### src/rtl/uart_pkg.sv
// ============================================================================
//  Module      : uart_pkg
//  Description : Shared types and constants for the external UART controllers.
//  Revision    : 1.0 - initial release
// ============================================================================
`default_nettype none

package uart_pkg;

  localparam int BYTE_W      = 8;
  localparam int SYNC_STAGES = 2;

  typedef enum logic [1:0] {
    IDLE    = 2'd0,
    STROBE  = 2'd1,
    CAPTURE = 2'd2,
    RECOVER = 2'd3
  } rx_state_t;

endpackage

`default_nettype wire

### src/rtl/uart_rx_fetch_if.sv
// ============================================================================
//  Module      : uart_rx_fetch_if
//  Description : Received-byte stream (valid/ready plus occupancy) to the core.
//  Revision    : 1.0 - initial release
// ============================================================================
`default_nettype none

interface uart_rx_fetch_if
  import uart_pkg::*;
#(
  parameter int FIFO_DEPTH = 8
) ();

  logic [BYTE_W-1:0]            rx_data;
  logic                         rx_valid;
  logic                         rx_ready;
  logic [$clog2(FIFO_DEPTH):0]  rx_count;

  modport master (output rx_data, output rx_valid, output rx_count, input rx_ready);
  modport slave  (input rx_data, input rx_valid, input rx_count, output rx_ready);

endinterface

`default_nettype wire

### src/rtl/byte_fifo.sv
// ============================================================================
//  Module      : byte_fifo
//  Description : Power-of-2 circular FIFO with combinational head and count.
//  Revision    : 1.0 - initial release
// ============================================================================
`default_nettype none

module byte_fifo #(
  parameter int DEPTH = 8,
  parameter int WIDTH = 8
) (
  input  wire logic                   CLK,
  input  wire logic                   RST,
  input  wire logic                   push,
  input  wire logic [WIDTH-1:0]       push_data,
  input  wire logic                   pop,
  output logic      [WIDTH-1:0]       head,
  output logic      [$clog2(DEPTH):0] count,
  output logic                        empty,
  output logic                        full
);

  localparam int AW = $clog2(DEPTH);

  logic [WIDTH-1:0] r_mem [DEPTH];
  logic [AW-1:0]    r_wptr;
  logic [AW-1:0]    r_rptr;
  logic [AW:0]      r_count;
  logic             w_push;
  logic             w_pop;

  assign empty  = (r_count == '0);
  assign full   = (r_count == (AW+1)'(DEPTH));
  assign w_push = push && !full;
  assign w_pop  = pop && !empty;
  assign head   = r_mem[r_rptr];
  assign count  = r_count;

  // Pointers wrap naturally because DEPTH is a power of 2
  always_ff @(posedge CLK or negedge RST) begin
    if (!RST) begin
      for (int i = 0; i < DEPTH; i++) r_mem[i] <= '0;
      r_wptr  <= '0;
      r_rptr  <= '0;
      r_count <= '0;
    end else begin
      if (w_push) begin
        r_mem[r_wptr] <= push_data;
        r_wptr        <= r_wptr + 1'b1;
      end
      if (w_pop) r_rptr <= r_rptr + 1'b1;
      case ({w_push, w_pop})
        2'b10:   r_count <= r_count + 1'b1;
        2'b01:   r_count <= r_count - 1'b1;
        default: r_count <= r_count;
      endcase
    end
  end

endmodule

`default_nettype wire

### src/rtl/uart_rx_fetch.sv
// ============================================================================
//  Module      : uart_rx_fetch
//  Description : Strobes rdn on data_ready, captures Ram1Data bytes into a FIFO.
//                Build option RX_STATUS_LED_EN drives L with the last byte.
//  Revision    : 1.0 - initial release
// ============================================================================
`default_nettype none

module uart_rx_fetch
  import uart_pkg::*;
#(
  parameter int FIFO_DEPTH    = 8,
  parameter int RD_LOW_CYCLES = 2
) (
  input  wire logic              CLK,
  input  wire logic              RST,
  input  wire logic              enable,
  input  wire logic              data_ready,
  input  wire logic [BYTE_W-1:0] ram1_data,
  output logic                   rdn,
  output logic                   ram1_en,
  output logic                   ram1_oe,
  output logic                   ram1_we,
  output logic      [BYTE_W-1:0] L,
  uart_rx_fetch_if.master        rx
);

  localparam int CNT_W = (RD_LOW_CYCLES > 1) ? $clog2(RD_LOW_CYCLES) : 1;

  rx_state_t               r_state;
  rx_state_t               w_state_nxt;
  logic [SYNC_STAGES-1:0]  r_dr_sync;
  logic                    w_dr_s;
  logic [CNT_W-1:0]        r_cnt;
  logic                    r_rdn;
  logic                    w_rdn_nxt;
  logic                    w_push;
  logic                    w_full;
  logic                    w_empty;

  assign ram1_en = 1'b1;
  assign ram1_oe = 1'b1;
  assign ram1_we = 1'b1;
  assign rdn     = r_rdn;
  assign w_dr_s  = r_dr_sync[SYNC_STAGES-1];

  always_ff @(posedge CLK or negedge RST) begin
    if (!RST) r_dr_sync <= '0;
    else      r_dr_sync <= {r_dr_sync[SYNC_STAGES-2:0], data_ready};
  end

  always_ff @(posedge CLK or negedge RST) begin
    if (!RST) begin
      r_state <= IDLE;
      r_cnt   <= '0;
      r_rdn   <= 1'b1;
    end else begin
      r_state <= w_state_nxt;
      r_rdn   <= w_rdn_nxt;
      if (r_state != STROBE && w_state_nxt == STROBE)
        r_cnt <= CNT_W'(RD_LOW_CYCLES - 1);
      else if (r_state == STROBE && r_cnt != '0)
        r_cnt <= r_cnt - 1'b1;
    end
  end

  // Free space is only checked here; one read in flight always fits
  always_comb begin
    w_state_nxt = IDLE;
    case (r_state)
      IDLE:    w_state_nxt = (w_dr_s && enable && !w_full) ? STROBE : IDLE;
      STROBE:  w_state_nxt = (r_cnt == '0) ? CAPTURE : STROBE;
      CAPTURE: w_state_nxt = RECOVER;
      RECOVER: w_state_nxt = w_dr_s ? RECOVER : IDLE;
      default: w_state_nxt = IDLE;
    endcase
  end

  // rdn is registered from the next state so it changes cleanly on the edge
  always_comb begin
    w_rdn_nxt = 1'b1;
    w_push    = 1'b0;
    if (w_state_nxt == STROBE || w_state_nxt == CAPTURE) w_rdn_nxt = 1'b0;
    if (r_state == CAPTURE) w_push = 1'b1;
  end

  byte_fifo #(
    .DEPTH (FIFO_DEPTH),
    .WIDTH (BYTE_W)
  ) u_fifo (
    .CLK       (CLK),
    .RST       (RST),
    .push      (w_push),
    .push_data (ram1_data),
    .pop       (rx.rx_ready),
    .head      (rx.rx_data),
    .count     (rx.rx_count),
    .empty     (w_empty),
    .full      (w_full)
  );

  assign rx.rx_valid = !w_empty;

`ifdef RX_STATUS_LED_EN
  logic [BYTE_W-1:0] r_led;

  always_ff @(posedge CLK or negedge RST) begin
    if (!RST)         r_led <= '0;
    else if (w_push)  r_led <= ram1_data;
  end

  assign L = r_led;
`else
  assign L = '0;
`endif

endmodule

`default_nettype wire

### src/flat_wrapper.sv
// flat-port wrapper written by rule: the top's interface ports become plain ports
module uart_rx_fetch_flat import uart_pkg::*;
#(
  parameter int FIFO_DEPTH    = 8,
  parameter int RD_LOW_CYCLES = 2
)
  (CLK, RST, enable, data_ready, ram1_data, rdn, ram1_en, ram1_oe, ram1_we, L, rx_rx_data, rx_rx_valid, rx_rx_count, rx_rx_ready);
  uart_rx_fetch_if #(.FIFO_DEPTH(FIFO_DEPTH)) rx_i ();
  input  wire logic CLK;
  input  wire logic RST;
  input  wire logic enable;
  input  wire logic data_ready;
  input  wire logic [BYTE_W-1:0] ram1_data;
  output logic rdn;
  output logic ram1_en;
  output logic ram1_oe;
  output logic ram1_we;
  output logic      [BYTE_W-1:0] L;
  output wire logic [$bits(rx_i.rx_data)-1:0] rx_rx_data;
  output wire logic [$bits(rx_i.rx_valid)-1:0] rx_rx_valid;
  output wire logic [$bits(rx_i.rx_count)-1:0] rx_rx_count;
  input wire logic [$bits(rx_i.rx_ready)-1:0] rx_rx_ready;
  assign rx_rx_data = rx_i.rx_data;
  assign rx_rx_valid = rx_i.rx_valid;
  assign rx_rx_count = rx_i.rx_count;
  assign rx_i.rx_ready = rx_rx_ready;
  uart_rx_fetch #(.FIFO_DEPTH(FIFO_DEPTH), .RD_LOW_CYCLES(RD_LOW_CYCLES)) u_core (.CLK(CLK), .RST(RST), .enable(enable), .data_ready(data_ready), .ram1_data(ram1_data), .rdn(rdn), .ram1_en(ram1_en), .ram1_oe(ram1_oe), .ram1_we(ram1_we), .L(L), .rx(rx_i));
endmodule
### config.mk
export PLATFORM = sky130hd
export DESIGN_NAME = uart_rx_fetch_flat
export DESIGN_NICKNAME = d
export VERILOG_FILES = /design/src/rtl/uart_pkg.sv /design/src/rtl/uart_rx_fetch_if.sv /design/src/rtl/byte_fifo.sv /design/src/rtl/uart_rx_fetch.sv /design/src/flat_wrapper.sv
export SDC_FILE = /design/constraint.sdc
export NUM_CORES = 1
export LEC_CHECK = 0
export BUFFER_PORTS_ARGS = -buffer_cell sky130_fd_sc_hd__buf_2
export CELL_PAD_IN_SITES_DETAIL_PLACEMENT = 0
export CELL_PAD_IN_SITES_GLOBAL_PLACEMENT = 1
export CORE_ASPECT_RATIO = 0.75
export CORE_MARGIN = 1
export CORE_UTILIZATION = 35
export DETAILED_ROUTE_END_ITERATION = 6
export PLACE_DENSITY_LB_ADDON = 0.1
export SLEW_MARGIN = 20
export SYNTH_ARGS = -nofsm -noshare
export SYNTH_HDL_FRONTEND = slang
export SYNTH_SLANG_ARGS = --single-unit
### constraint.sdc
create_clock -name CLK -period 3 [get_ports CLK]
set_input_delay 0.45 -clock CLK [delete_from_list [all_inputs] [get_ports CLK]]
set_output_delay 0.45 -clock CLK [all_outputs]
set_load 0.02 [all_outputs]
==> results.json <==
{
  "status": "completed",
  "ys_types": 36,
  "area_delta_synth_final_pct": 15.9,
  "cts_buffers": 9,
  "pwr-share-seq_pct": 36.7,
  "ys_seq_area_share_pct": 52.8,
  "final_core_util_pct": 42.2,
  "drc": 0,
  "yosys.area.top_type": "dfrtp_1",
  "antenna_cells": 0,
  "max-vdd-ir-drop_mv": 0.405,
  "cp-startpoint": "u_core.u_fifo.count[2]",
  "synth-seq-cells": 80,
  "die_width_um": 122,
  "ys_top_cells_by_area": "dfrtp_1, mux2_2, mux4_2, mux2_4, buf_4",
  "switchingPower_mw": 1.74,
  "final_nets": 297,
  "vias": 2006,
  "yosys_warnings": 0,
  "internal_power_mw": 3.67,
  "startpoint_type": "register",
  "dieArea_sq_um": 11300,
  "ios": 38,
  "fin_worst_skew_ns": 0.00219,
  "r2r_cells": 10,
  "first_pass_iters": 4,
  "clk_latency_ns": 0.34,
  "finalCritPeriodShare_pct": 83.4,
  "die_y_um": 92.2,
  "drtAntennaViolNets": 0,
  "num_rows": 32,
  "report.power.total_mw": 5.40,
  "clock-sinks": 80,
  "crit_path_end": "u_core.u_fifo.count[2]",
  "cp_slowest_cell": "or4_1",
  "fp.coreArea_sq_um": 10400,
  "cts_tree": "yes",
  "grt_max_degree": 81,
  "grt_pass1_vias": 2041,
  "track_usage_pct": 14.5,
  "leakagePower_nw": 1.94,
  "worst_slew_pin_slew_ns": 0.752,
  "synthesis.area_sq_um": 3790,
  "wl_mm": 7.21,
  "routed_via_density": 4.79,
  "setup_viol": 0,
  "grt_pass1_wl_mm": 11.7,
  "r2r_end": "u_core.u_fifo.count[2]",
  "cts_resized": 0,
  "overflow": 0,
  "hp-class": "primary input to async pin",
  "seqCellArea_sq_um": 2000,
  "crit_fanout": 7,
  "fillers": 959,
  "final_common_cell": "dfrtp_1",
  "power.density_nw_per_um2": 1230,
  "clockPowerShare_pct": 23.3,
  "crit_top_cell": "xor2_1",
  "final.setup.tns_ns": 0,
  "worstSetupEndpointType": "register",
  "drt_iter0_drc": 51,
  "p_sw_share_pct": 32.1,
  "antenna_found_initial": 0,
  "r2r_start": "u_core.u_fifo.count[2]",
  "critPathRequiredTime_ns": 3.22,
  "max_slew_margin_pct": 49.9,
  "cap_violations": 0,
  "drive_gt1_share_pct": 53.7,
  "fmax_mhz": 400,
  "multi_input_area_sq_um": 1680,
  "final-max-slew-violation-count": 0,
  "clockBufferDepth": 2,
  "routedWlPerCell_um": 17.2,
  "comb_power_share_pct": 40.0,
  "place_congestion": 0.716,
  "root_buffer": "clkbuf_16",
  "mostFrequentLayoutCells": "dfrtp_1, mux2_2, buf_2, mux4_2, conb_1",
  "htreeDepth": 3,
  "path_cells": "or4_1, nand2_1, inv_1, ha_1, xor2_1, ha_1, a21oi_1, xor2_1, nor2_1, xor2_1",
  "syn-instance-count": 246,
  "cts_setup_buffers": 0,
  "clkTransAtPathRegs_ns": 0.06,
  "rsz0062_at_grt": "false",
  "port_buffers": 26,
  "hpwl_mm": 4.67,
  "crit_type": "register to register",
  "hold_violations": 0,
  "finalCriticalPeriod_ns": 2.50,
  "critical_path_arrival_ns": 2.72,
  "timing.critical_path.slowest_cell_delay_ns": 0.59,
  "r2r_setup_slack_ns": 0.50,
  "avgSynthCellArea_sq_um": 15.4,
  "netlist.area_leader.share_pct": 52.1,
  "initial_utilization_pct": 36.4,
  "cts_hold_buf": 0
}
[worst min path at each step]
stage	depth (start not counted)	endpoint	slack (ns)
CTS	1	u_core.r_dr_sync[0]	0.20
finish	1	u_core.r_state[1]	0.17
detailed placement	0	u_core.r_dr_sync[1]	0.34
global placement	0	u_core.r_dr_sync[1]	0.33
floorplan	0	u_core.r_cnt	0.15
global route	1	u_core.r_state[1]	0.20
[routing by layer]
layer  wire length [um]  vias to the layer above  part of all wire [%]  global-route usage, %
met5                  0                        -                     0                      0
met4                119                        0                   1.6                   6.40
met3                246                        8                   3.4                   4.60
met2               3100                       31                    43                   19.5
met1               3750                     1023                    52                   21.0
li1                   -                      944                     -                      -
[state kept, by name (all words and copies together), names as in the netlist]
name and cells:
u_core.r_cnt 1, u_core.r_dr_sync 2, u_core.r_state 2, u_core.rdn 1, u_core.u_fifo.count 4, u_core.u_fifo.r_mem 64
u_core.u_fifo.r_rptr 3, u_core.u_fifo.r_wptr 3
[metrics by stage]
step	std cells	setup slack, ns	hold WS, ns	instance area, sq um
after floorplan	255	0.390	0.154	3830
after global placement	403	0.534	0.332	4050
after detailed placement	403	0.515	0.336	4050
after CTS	419	0.497	0.195	4390
after global routing	419	0.316	0.195	4400
final	419	0.498	0.167	4400
[cells in the mapped netlist, drive strengths merged]
| library cell | number |
|---|---|
| nand3 | 2 |
| or4b | 3 |
| dfrtp | 79 |
| and2b | 1 |
| inv | 3 |
| ha | 6 |
| a31oi | 1 |
| or3 | 1 |
| or4 | 2 |
| a221o | 1 |
| o32ai | 1 |
| mux2 | 75 |
| conb | 2 |
| nor2 | 6 |
| mux4 | 16 |
| a31o | 1 |
| nor3 | 2 |
| a21oi | 2 |
| and3 | 1 |
| nor2b | 3 |
| dfstp | 1 |
| xnor2 | 4 |
| buf | 18 |
| xor2 | 5 |
| clkbuf | 3 |
| nand2 | 4 |
| nor3b | 2 |
| o22ai | 1 |
[cell type report]
| class | count | area share [%] |
|---|---|---|
| Timing Repair Buffer | 33 | 4.30 |
| Multi-Input combinational cell | 151 | 38.2 |
| Sequential cell | 80 | 45.5 |
| Clock inverter | 7 | 2.70 |
| Clock buffer | 9 | 5.12 |
| Tap cell | 136 | 3.87 |
| Inverter | 3 | 0.256 |
[power by group through the flow]
stage | sequential, mW | clock [mW] | combinational [mW]
floorplan | 1.88 | 0 | 1.77
global placement | 2.00 | 0 | 2.17
detailed placement | 2.00 | 0 | 2.20
CTS | 1.98 | 1.30 | 2.21
global route | 2.07 | 1.34 | 2.36
finish | 1.98 | 1.26 | 2.16
[cells by family after synthesis]
group	Yosys count	synth area share [%]
AO/OA/AOI/OAI	7	1.32
XOR/XNOR	9	2.08
buffers and inverters	24	3.79
other	2	0.198
adder cells (fa/ha/maj)	6	1.98
AND/OR/NAND/NOR	27	5.28
multiplexers	91	32.6
flip-flops	80	52.8
[worst max-delay path: cells and delay by family (launching register included)]
family / cells / cell delay, ns
AO/OA/AOI/OAI: 1 / 0.14
XOR/XNOR: 3 / 0.48
adder cells (fa/ha/maj): 2 / 0.44
buffers and inverters: 1 / 0.08
flip-flops: 1 / 0.44
AND/OR/NAND/NOR: 3 / 0.81
Power figures use the tool's default switching activity.
